**config.mk**
```make
export PLATFORM = sky130hd
export DESIGN_NAME = mux_s2p
export DESIGN_NICKNAME = d
export VERILOG_FILES = /design/src/rtl/dct_pkg.sv /design/src/rtl/mux_s2p.sv
export SDC_FILE = /design/constraint.sdc
export NUM_CORES = 1
export LEC_CHECK = 0
export CORE_ASPECT_RATIO = 1.5
export CORE_UTILIZATION = 43
export CTS_BUF_LIST = sky130_fd_sc_hd__clkbuf_4
export DETAILED_ROUTE_END_ITERATION = 7
export PLACE_DENSITY_LB_ADDON = 0.15
export SYNTH_ARGS = -nofsm -noshare
export SYNTH_HDL_FRONTEND = slang
export SYNTH_SLANG_ARGS = --single-unit
```
**constraint.sdc**
```tcl
create_clock -name CLK -period 1.6 [get_ports CLK]
set_input_delay 0.16 -clock CLK [delete_from_list [all_inputs] [get_ports CLK]]
set_output_delay 0.16 -clock CLK [all_outputs]
set_load 0.02 [all_outputs]
```
**src/rtl/dct_pkg.sv**
```systemverilog
// Constants shared by both ends of the DCT byte path, so that the serializer
// and the collector agree on block size and index width.
package dct_pkg;

   localparam int WIDTH = 8;
   localparam int DEPTH = 8;
   localparam int IDX_W = 3;

   typedef enum logic {
      COLLECT = 1'b0,
      FULL    = 1'b1
   } s2p_state_t;

endpackage : dct_pkg

```
**src/rtl/mux_s2p.sv**
```systemverilog
// Serial-to-parallel collector: gathers 8 handshaked bytes into one block and
// presents it on 8 registered lanes until the downstream stage accepts it.
module mux_s2p
   import dct_pkg::*;
#(
   parameter int WIDTH = dct_pkg::WIDTH
) (
   input  logic             CLK,
   input  logic             RST,
   input  logic             STBi,
   input  logic             SOFi,
   input  logic [WIDTH-1:0] DATi,
   output logic             ACKi,
   output logic             STBo,
   output logic [WIDTH-1:0] DATo0,
   output logic [WIDTH-1:0] DATo1,
   output logic [WIDTH-1:0] DATo2,
   output logic [WIDTH-1:0] DATo3,
   output logic [WIDTH-1:0] DATo4,
   output logic [WIDTH-1:0] DATo5,
   output logic [WIDTH-1:0] DATo6,
   output logic [WIDTH-1:0] DATo7,
   input  logic             ACKo,
   output logic             ERRo
);

   s2p_state_t       state;
   s2p_state_t       state_d;
   logic [IDX_W-1:0] index;
   logic [IDX_W-1:0] slot;
   logic             accept;
   logic             err;
   logic [WIDTH-1:0] lane [DEPTH];

   // SOFi forces the incoming byte into lane 0 regardless of the running count.
   always_comb begin
      state_d = state;
      accept  = 1'b0;
      slot    = SOFi ? '0 : index;
      case (state)
         COLLECT: begin
            if (STBi) begin
               accept = 1'b1;
               if (slot == IDX_W'(DEPTH - 1)) state_d = FULL;
            end
         end
         FULL: begin
            if (ACKo) state_d = COLLECT;
         end
         default: state_d = COLLECT;
      endcase
   end

   always_ff @(posedge CLK) begin
      if (RST) begin
         state <= COLLECT;
         index <= '0;
         err   <= 1'b0;
         for (int i = 0; i < DEPTH; i++) lane[i] <= '0;
      end else begin
         state <= state_d;
         // A start marker arriving mid-block abandons the partial block.
         err   <= accept && SOFi && (index != '0);
         if (accept) index <= slot + IDX_W'(1);
         for (int i = 0; i < DEPTH; i++) begin
            if (accept && (slot == IDX_W'(i))) lane[i] <= DATi;
         end
      end
   end

   assign STBo  = (state == FULL);
   assign ACKi  = (state == COLLECT);
   assign ERRo  = err;
   assign DATo0 = lane[0];
   assign DATo1 = lane[1];
   assign DATo2 = lane[2];
   assign DATo3 = lane[3];
   assign DATo4 = lane[4];
   assign DATo5 = lane[5];
   assign DATo6 = lane[6];
   assign DATo7 = lane[7];

endmodule : mux_s2p

```
* Word level (Yosys, flattened, before mapping)
Memory sizes are Yosys's and may differ from the RTL's.
Cells that the tools add are included.
** Cells by class
- Multiplexer cells :: 41
- Equal/unequal tests :: 7
- Bitwise gates (word level) :: 9
- Reduce and logical (&&, ||, !) cells :: 12
- $add $sub $neg :: 1
** Operator list (number)
- 8-bit 2-to-1 mux :: 8
- 1-bit 2-to-1 mux :: 31
- 3-bit equality test, second input constant :: 4
- 1-bit logical AND :: 10
- 1-bit OR :: 8
- 3-bit by 2-bit equality test with 1-bit output, second input constant :: 2
- 3-bit by 1-bit adder with 3-bit output, second input constant :: 1
- 3-bit by 1-bit equality test with 1-bit output, second input constant :: 1
- 3-bit zero test :: 1
- 3-bit 2-to-1 mux :: 1
- 3-bit nonzero test :: 1
- 1-bit case mux with 2 select lines :: 1
- 1-bit NOT :: 1
** Storage, ports and cells
- Bits of input ports :: 13
- Memory bits (writable) :: 64
- Word-level logic and storage cells :: 74
- Output and inout port bits :: 67
- Bits in registers :: 5
- Memories kept :: 1
** Memory list
- lane :: depth 8, bits a word 8, rd ports 8, clocked after memory_dff 0, write ports 8, RTL line mux_s2p.sv:33 : logic [WIDTH-1:0] lane [DEPTH];

* Depth between registers and ports, before layout
- Depth in word-level cells :: 7
- Mapped depth :: 5

* Worst setup path after synthesis
No wires, ideal clock.
- Kind :: reg-to-reg
- Start point :: reg index[1]
- End point :: mem lane[3][0] (netlist: lane[0][24]) (enable)
- Setup time :: 0.334 ns
- Period minus slack after synthesis :: 1.582 ns
- Buffers on the path :: 1
- Path slack :: 0.018 ns
- Required time :: 1.266 ns
- Cell stages (with the launch flop) :: 6
- Arrival time :: 1.248 ns
- Path through :: dfxtp_1 > clkbuf_1 > and3b_1 > ha_1 > nand2_1 > nand2b_1
** RTL lines
- start: declaration :: RTL line mux_s2p.sv:29 : logic [IDX_W-1:0] index;
- start signal: assignment :: RTL line mux_s2p.sv:64 : if (accept) index <= slot + IDX_W'(1);
- end: declaration :: RTL line mux_s2p.sv:33

==> metrics.cfg <==
[worst_setup_path]
r2r-start = index[0]$_SDFFE_PP0P_
crit_path_max_incr_delay_ns = 0.61
end_kind = primary output
crit_required_ns = 1.44
critical-path-top-delay-family = buffers and inverters
cp_cell_sequence = clkdlybuf4s50_1
path_class = flop to primary output
rr_worst_depth = 4
reg2reg_to = lane[1][27]$_DFFE_PP_
slowest_stage = clkdlybuf4s50_1
path_buf_inv = 1
r2r_slack_ns = 0.12
worst-path-max-fanout = 1
startpoint_type = flop
cp.arrival_ns = 1.38

[floorplanning]
fp.dieH_um = 96.59
core_area_um2 = 5786
fp.dieArea_um2 = 6284
ios = 80
initial_core_util_pct = 44.33
rows = 34
die_w_um = 65.06

[synth]
syn_avg_cell_area_um2 = 14.57
syn_nets = 191
ys_ff_latch = 69
ys_seq_area_share_pct = 78.83
yosys_warnings = 0
syn_inst = 176
netlist-cell-type-count = 20
syn_area_um2 = 2565

[job]
max_cap_violations = 0

[routing]
drc = 0
dr.first_iter.drc_count = 54
drt-pass1-iter-count = 4
wl_um = 5526
vias_per_cell = 4.740
wl_per_cell_um = 14.98
ant_nets = 0
via_count = 1749

[min_path]
hold_path_class = input pin to flop
min_from = ACKo
hold_depth = 3
min_to = STBo$_SDFF_PP0_

[layout]
final_nets = 307
n_fill_cell = 479
diodes = 0
syn_to_final_growth_pct = 51.07
finalNonFillerCells = 369
drive_above_1_share_pct = 16.84
fin_util_pct = 66.98

[clock_network]
cts_setup_buffers = 0
clk_latency_ns = 0.41
clock_path_buffers = 2
ctsHoldBuffers = 0
cts_tree = built
cts_buffers = 9
path_clk_slew_ns = 0.12
clock-sinks = 69
h-tree-depth = 3
root_buffer = clkbuf_4

[place]
dp.cells = 353
dp_hpwl_um = 3929
dp_slack_ns = -0.2930
io_buffer_count = 79
gp_congestion = 0.8240

[global_route]
antenna_found_initial = 0
grt_usage_pct = 18.78
grt_pass1_wl_um = 8135
grt_max_degree = 22
grt-ovfl-total = 0
grt_pass1_vias = 1670

[timing]
fin_crit_sh_pct = 96.06
clock_skew_ns = 0.01739
fmax_mhz = 650.7
holdWs_ns = 0.3869
rsz0062_at_grt = false
hold_viol_final = 0
min_period_ns = 1.537
setup_violations = 0
drv_slew = 0
fin_ws_ns = 0.06311
maxSlewHeadroom_pct = 71.79
tightest_slew_ns = 0.4232

[power_and_ir_drop]
leakagePower_nw = 1.499
power.density_nw_per_um2 = 913.9
irDropWorstVdd_v = 0.0005819

[run_status]
outcome = complete, no violations

-- power breakdown --
part | switching, mW | internal (mW)
clock network | 0.612 | 0.309
logic | 0.266 | 0.262
registers | 0.0294 | 2.06
total | 0.907 | 2.63
-- routing by layer --
metal  global-route usage [%]  share of wire (%)  vias up  wire length [um]
li1                         -                  -      848                 -
met1                    20.90                 40      823              2203
met2                    32.20                 52       67              2899
met3                    5.516                5.1       11               280
met4                    10.14                2.6        0               142
met5                        0                  0        -                 0
-- synthesized netlist by cell type --
cell type	n	area share, %
nor2_1	51	7.5
a21oi_1	3	0.59
nor2b_1	3	0.73
dfxtp_1	5	3.9
edfxtp_1	64	75
a31o_2	1	0.34
inv_1	10	1.5
ha_1	2	0.98
nand3b_2	1	0.44
nand2_2	3	0.73
nand2_1	4	0.59
nor3_1	2	0.39
clkbuf_1	3	0.44
o21ai_0	1	0.19
and4bb_1	1	0.49
nor4b_1	1	0.34
nor4b_4	1	0.93
and3b_1	1	0.34
o21ai_2	1	0.34
nand2b_1	18	4.4
-- sequential cells by signal, summed over array words and instances, names as in the netlist --
name	flops
lane	64
index	3
STBo	1
ERRo	1
-- worst max path at each step --
stage,startpoint,endpoint,slack (ns),cells after the start
final,lane[1][28]$_DFFE_PP_,DATo7[4],0.06,1
after global placement,SOFi,lane[1][30]$_DFFE_PP_,-0.25,5
after detailed placement,SOFi,lane[1][30]$_DFFE_PP_,-0.29,5
after floorplan,index[1]$_SDFFE_PP0P_,lane[0][24]$_SDFFCE_PN0P_,0.02,5
after global routing,lane[1][28]$_DFFE_PP_,DATo7[4],0.002,1
after CTS,lane[1][20]$_DFFE_PP_,DATo6[4],0.04,1
-- cell type report --
cell class	count	area, um2	share of cell area, %
clock buffers	9	67.56	1.744
clock inverters	7	41.29	1.066
inverters	10	37.54	0.9687
multi-input cells	94	494.2	12.75
flip-flops and latches	69	2023	52.21
well taps	72	90.09	2.325
repair buffers	108	1121	28.93
-- per-stage QoR --
| stage | instance area, um2 | setup TNS [ns] | power [mW] |
|---|---|---|---|
| after floorplan | 2565 | 0 | 2.340 |
| after global placement | 3765 | -9.743 | 2.659 |
| after detailed placement | 3765 | -11.64 | 2.668 |
| after CTS | 3872 | 0 | 3.552 |
| after global routing | 3875 | 0 | 3.665 |
| final | 3875 | 0 | 3.541 |
-- worst min-delay path, delay by kind of cell --
family          cells  cell delay, ns
simple gates        1            0.09
buf+inv             1            0.44
compound gates      1            0.06
-- cells in the final DEF (no fill, tap or decap), types with 2 or more instances in the layout --
cell type | netlist | routed
edfxtp_1 | 64 | 64
clkbuf_4 | 0 | 9
ha_1 | 2 | 2
nor2b_1 | 3 | 3
a21oi_1 | 3 | 3
nand2_1 | 4 | 4
buf_12 | 0 | 9
buf_4 | 0 | 20
nand2b_1 | 18 | 18
clkinv_1 | 0 | 3
dlygate4sd2_1 | 0 | 2
nor2_1 | 51 | 51
nand2_2 | 3 | 3
dfxtp_1 | 5 | 4
inv_1 | 10 | 10
nor3_1 | 2 | 2
clkdlybuf4s50_1 | 0 | 76
-- what timing repair did --
| item | in CTS | in global routing |
|---|---|---|
| setup endpoints to repair | 2 | 1 |
| cloned | 0 | 0 |
| gates resized for setup | 3 | 1 |
| pin swaps | 0 | 0 |
-- kinds of logic (layout without fill, tap and decap cells) --
kind of cell	Yosys count	after routing	synth area share, %
AO/OA/AOI/OAI	6	6	1.463
buffers and inverters	13	134	1.903
flip-flops	69	69	78.83
AND/OR/NAND/NOR	86	86	16.83
adder cells (fa/ha/maj)	2	2	0.9755
(Power assumes the default switching activity.)
